--- config.mk ---
export PLATFORM = sky130hd
export DESIGN_NAME = pipeline_ctrl
export DESIGN_NICKNAME = d
export VERILOG_FILES = /design/src/rtl/pipeline_ctrl_pkg.sv /design/src/rtl/pipeline_ctrl_watchdog.sv /design/src/rtl/pipeline_ctrl.sv
export SDC_FILE = /design/constraint.sdc
export NUM_CORES = 1
export LEC_CHECK = 0
export BUFFER_PORTS_ARGS = -buffer_cell sky130_fd_sc_hd__buf_2
export CORE_UTILIZATION = 45
export CTS_CLUSTER_DIAMETER = 150
export DETAILED_ROUTE_END_ITERATION = 10
export GPL_TIMING_DRIVEN = 0
export PLACE_DENSITY = 0.82
export SETUP_SLACK_MARGIN = 0.4
export SLEW_MARGIN = 20
export SYNTH_ARGS = -nofsm -noshare
export SYNTH_HDL_FRONTEND = slang
export SYNTH_HIERARCHICAL = 1
export SYNTH_SLANG_ARGS = --single-unit
export TNS_END_PERCENT = 10
--- constraint.sdc ---
create_clock -name clk -period 2.6 [get_ports clk]
set_input_delay 0.52 -clock clk [delete_from_list [all_inputs] [get_ports clk]]
set_output_delay 0.52 -clock clk [all_outputs]
set_load 0.02 [all_outputs]
--- src/rtl/pipeline_ctrl_pkg.sv ---
// Shared definitions for the pipeline stall/flush/redirect controller.
// Pause bit indices, controller states, watchdog limit and address width.
package pipeline_ctrl_pkg;

  localparam int ADDR_W = 32;
  localparam int PAUSE_W = 6;

  localparam int PAUSE_PC  = 0;
  localparam int PAUSE_IF  = 1;
  localparam int PAUSE_ID  = 2;
  localparam int PAUSE_EX  = 3;
  localparam int PAUSE_MEM = 4;
  localparam int PAUSE_WB  = 5;

  localparam int WDOG_W = 10;
  localparam logic [WDOG_W-1:0] WATCHDOG_LIMIT = 10'd1023;

  typedef enum logic [0:0] {
    CTRL_IDLE     = 1'b0,
    CTRL_REDIRECT = 1'b1
  } ctrl_state_e;

  // Contiguous stall mask covering stages 0..k.
  function automatic logic [PAUSE_W-1:0] pause_upto(input int k);
    logic [PAUSE_W-1:0] m;
    m = '0;
    for (int i = 0; i < PAUSE_W; i++)
      if (i <= k) m[i] = 1'b1;
    return m;
  endfunction

endpackage

--- src/rtl/pipeline_ctrl_watchdog.sv ---
// Stall watchdog: saturating count of consecutive paused cycles.
// Sets a sticky error once the count reaches WATCHDOG_LIMIT.
module pause_watchdog
  import pipeline_ctrl_pkg::*;
(
  input  logic clk,
  input  logic rst,
  input  logic active,
  output logic err
);

  logic [WDOG_W-1:0] cnt;

  always_ff @(posedge clk or negedge rst) begin
    if (!rst) begin
      cnt <= '0;
      err <= 1'b0;
    end else begin
      if (!active)
        cnt <= '0;
      else if (cnt != WATCHDOG_LIMIT)
        cnt <= cnt + 1'b1;
      if (active && cnt == WATCHDOG_LIMIT - 1'b1)
        err <= 1'b1;
    end
  end

endmodule

--- src/rtl/pipeline_ctrl.sv ---
// Pipeline hazard controller: stall vector, flushes and PC redirect.
// Optional stall watchdog compiled in with PAUSE_WATCHDOG_EN.
module pipeline_ctrl
  import pipeline_ctrl_pkg::*;
(
  input  logic              clk,
  input  logic              rst,
  input  logic              stall_req_if,
  input  logic              stall_req_id,
  input  logic              stall_req_ex,
  input  logic              stall_req_mem,
  input  logic              branch_flush,
  input  logic [ADDR_W-1:0] branch_target,
  input  logic              except_valid,
  input  logic [ADDR_W-1:0] except_target,
  input  logic              pc_ready,
  output logic [PAUSE_W-1:0] pause,
  output logic              flush_front,
  output logic              flush_all,
  output logic              new_pc_valid,
  output logic [ADDR_W-1:0] new_pc,
  output logic              watchdog_err
);

  ctrl_state_e       state, state_nxt;
  logic [ADDR_W-1:0] pc_nxt;
  logic              exc_acc;
  logic              br_acc;

  always_comb begin
    pause = '0;
    priority case (1'b1)
      stall_req_mem: pause = pause_upto(PAUSE_MEM);
      stall_req_ex:  pause = pause_upto(PAUSE_EX);
      stall_req_id:  pause = pause_upto(PAUSE_ID);
      stall_req_if:  pause = pause_upto(PAUSE_IF);
      default:       pause = '0;
    endcase
    if (state == CTRL_REDIRECT)
      pause[PAUSE_PC] = 1'b1;
  end

  always_comb begin
    state_nxt   = state;
    pc_nxt      = new_pc;
    flush_front = 1'b0;
    flush_all   = 1'b0;
    exc_acc     = except_valid && !stall_req_mem;
    br_acc      = 1'b0;
    if (exc_acc) begin
      flush_all = 1'b1;
      pc_nxt    = except_target;
      state_nxt = CTRL_REDIRECT;
    end else begin
      unique case (state)
        CTRL_IDLE: begin
          br_acc = branch_flush && !pause[PAUSE_EX];
          if (br_acc) begin
            flush_front = 1'b1;
            pc_nxt      = branch_target;
            state_nxt   = CTRL_REDIRECT;
          end
        end
        CTRL_REDIRECT: begin
          if (pc_ready)
            state_nxt = CTRL_IDLE;
        end
        default: state_nxt = CTRL_IDLE;
      endcase
    end
  end

  always_ff @(posedge clk or negedge rst) begin
    if (!rst) begin
      state  <= CTRL_IDLE;
      new_pc <= '0;
    end else begin
      state  <= state_nxt;
      new_pc <= pc_nxt;
    end
  end

  assign new_pc_valid = (state == CTRL_REDIRECT);

`ifdef PAUSE_WATCHDOG_EN
  pause_watchdog u_wdog (
    .clk    (clk),
    .rst    (rst),
    .active (|pause),
    .err    (watchdog_err)
  );
`else
  assign watchdog_err = 1'b0;
`endif

endmodule

==> run_results.csv <==
group,metric,value,unit
timing,period_share,77.2,%
clocking,insertion_delay,0.27,ns
timing,tightest_slew,0.736,ns
placement,dp.cells,282,
floorplan,die_y,68.1,microns
worst_hold_path,hp-class,"primary input to async pin",
placement,hpwl,3160,microns
synth,synthArstFlopShare,100,%
synth,synth_area_leader_cell,"mux2_4",
clocking,post_cts_resized,0,
clocking,cts_tree,"yes",
timing,maxSlewHeadroom,50.9,%
clocking,numCtsBuffers,5,
timing,fmaxAchievable,498,MHz
routing,drt_pass1_iterations,4,
timing,finalClockSkew,0.00481,ns
routing,drc,0,
clocking,clkSinkCount,33,
critical_path,worstSetupPathType,"primary input to output port",
final_layout,antennaDiodeCount,0,
power_and_ir_drop,vdd.ir_drop.worst,0.000351,V
routing,drtIter0Drc,23,
global_route,grt_max_degree,34,
routing,detail_route.wirelength,4000,microns
clocking,cts.path.max_buffers,2,
floorplan,die_area,4630,sq um
critical_path,slowest_delay,0.39,ns
routing,vias_per_cell,4.69,
routing,vias,1356,
synth,synth_top_area_share,44.3,%
synth,ys_seq_elements,33,
floorplan,fp.coreArea,4090,sq um
synth,yosysUniqueCellTypes,16,
clocking,clock_tree.root_cell,"clkbuf_8",
timing,setup_tns,0,ns
synth,synthFlopType,"dfrtp_1",
critical_path,cp.required,2.08,ns
synth,syn_area,1960,sq um
floorplan,row_count,23,
power_and_ir_drop,powerDensity,606,nW/um^2
critical_path,worst_ep_arrival_time,1.49,ns
final_layout,nets,312,
timing,drv_slew,0,
synth,synth_cells,119,
placement,portBuffers,112,
placement,place_congestion,0.693,
floorplan,start_util,48.1,%
synth,synthTopCellsByCount,"mux2_4, dfrtp_1, mux2_2",
global_route,grt_pass1_wl,5730,microns
synth,synth_edf_count,0,
global_route,grt_overflow_total,0,
final_layout,area_growth,36.3,%
clocking,htree_levels,2,
routing,antenna_left,0,
final_layout,multiInputGateArea,1020,sq um
synth,yosysWarnings,6,
final_layout,seqCellArea,826,sq um
synth,syn_area_per_cell,16.5,sq um
floorplan,die_w,68.1,microns
synth,ys_seq_area_share,42.0,%
global_route,grt_antenna_before_repair,0,
critical_path,cp-end-kind,"output port",
critical_path,slowest_stage,"or3_1",
job,maxCapViolations,0,
final_layout,final.fill_count,314,
synth,yosysMostFrequentCell,"mux2_4",
final_layout,drive_gt1_share,82.0,%
clocking,cts.hold.buffers_added,0,
routing,wl_per_cell,13.9,microns
critical_path,startpoint_type,"primary input",
final_layout,stdcell_count,289,
timing,setup-violations-final,0,
timing,period_minus_slack,2.01,ns
synth,synth.area.top_cells,"mux2_4, dfrtp_1, mux2_2, buf_6, buf_8",
floorplan,io-pin-count,115,
timing,hold_viol_final,0,
clocking,cts_setup_buffers,0,
critical_path,cp_max_fo,4,
run_status,status,"complete, no violations",
clocking,clk_pin_slew,0.06,ns
global_route,grt.total_usage,17.3,%
critical_path,crit_chain,"buf_2, or3_1, or3_1, buf_2",
power_and_ir_drop,cellLeakagePower,1.49,nW
global_route,grt_pass1_vias,1268,
timing,rsz0062_at_grt,"false",
==> where the power goes <==
| group | switching (mW) | internal [mW] | leakage (nW) |
|---|---|---|---|
| Sequential | 0.0516 | 0.611 | 0.387 |
| Clock | 0.161 | 0.210 | 0.0443 |
| Combinational | 0.275 | 0.314 | 1.05 |
==> worst max-delay path, delay by kind of cell <==
kind / cells / cell delay [ns]
AND/OR/NAND/NOR: 2 / 0.69
buffers and inverters: 2 / 0.28
==> layout by cell type, fill, tap and decap left out <==
| master | synthesis | final |
|---|---|---|
| buf_2 | 0 | 112 |
| mux2_4 | 58 | 58 |
| dfrtp_1 | 33 | 33 |
| mux2_2 | 6 | 6 |
| clkbuf_8 | 0 | 6 |
| buf_6 | 4 | 4 |
| buf_8 | 3 | 3 |
| buf_4 | 3 | 3 |
| inv_1 | 2 | 2 |
| or3_1 | 2 | 2 |
| conb_1 | 1 | 2 |
| nand2b_4 | 1 | 1 |
| or2_4 | 1 | 1 |
| or2_2 | 1 | 1 |
| nand2b_1 | 1 | 1 |
| o21ai_4 | 1 | 1 |
| a21o_1 | 1 | 1 |
| nor3_1 | 1 | 1 |
| clkbuf_1 | 0 | 1 |
==> final timing paths <==
kind	startpoint	endpoint	slack, ns	cells past startpoint
hold / removal	rst	new_pc[20]$_DFFE_PN0P_	0.31	1
setup reg to reg	new_pc_valid$_DFF_PN0_	new_pc[30]$_DFFE_PN0P_	1.05	4
min in group clk	new_pc[20]$_DFFE_PN0P_	new_pc[20]$_DFFE_PN0P_	0.50	1
setup / recovery	stall_req_mem	pause[0]	0.59	4
hold reg to reg	new_pc[20]$_DFFE_PN0P_	new_pc[20]$_DFFE_PN0P_	0.50	1
max in group asynchronous	rst	new_pc[0]$_DFFE_PN0P_	1.81	1
==> logic make-up after synthesis <==
group / synth area share [%]
mux: 47.8
flops: 42.0
buf+inv: 6.11
simple gates: 2.68
compound gates: 1.21
other cells: 0.191
==> per-layer routing <==
| metal | GRT usage (%) | routed length, microns | vias up | part of all wire (%) |
|---|---|---|---|---|
| li1 | - | - | 653 | - |
| met1 | 19.3 | 1660 | 631 | 41 |
| met2 | 31.3 | 2040 | 70 | 51 |
| met3 | 4.50 | 279 | 2 | 7.0 |
| met4 | 6.25 | 28 | 0 | 0.70 |
| met5 | 0 | 0 | - | 0 |
==> layout make-up <==
class	count	area share, %
Inverter	2	0.280
Tap cell	50	2.34
Clock buffer	7	3.22
Timing Repair Buffer	112	20.9
Sequential cell	33	30.8
Buffer	10	4.21
Multi-Input combinational cell	75	38.2
==> registers in the layout, summed over array words and instances (netlist names) <==
signal / count
new_pc_valid: 1
new_pc: 32
==> stage by stage <==
stage          setup WS (ns)  cell area, sq um  hold slack, ns  util, %  power, mW
3_5_place_dp           0.596              2590           0.488     63.4       1.26
2_1_floorplan          0.636              1970           0.224        -       1.06
4_1_cts                0.594              2680           0.325     65.5       1.65
6_report               0.592              2680           0.309     65.5       1.62
5_1_grt                0.571              2680           0.364     65.5       1.71
3_3_place_gp           0.597              2590           0.486     63.4       1.25
(Power assumes the default switching activity.)
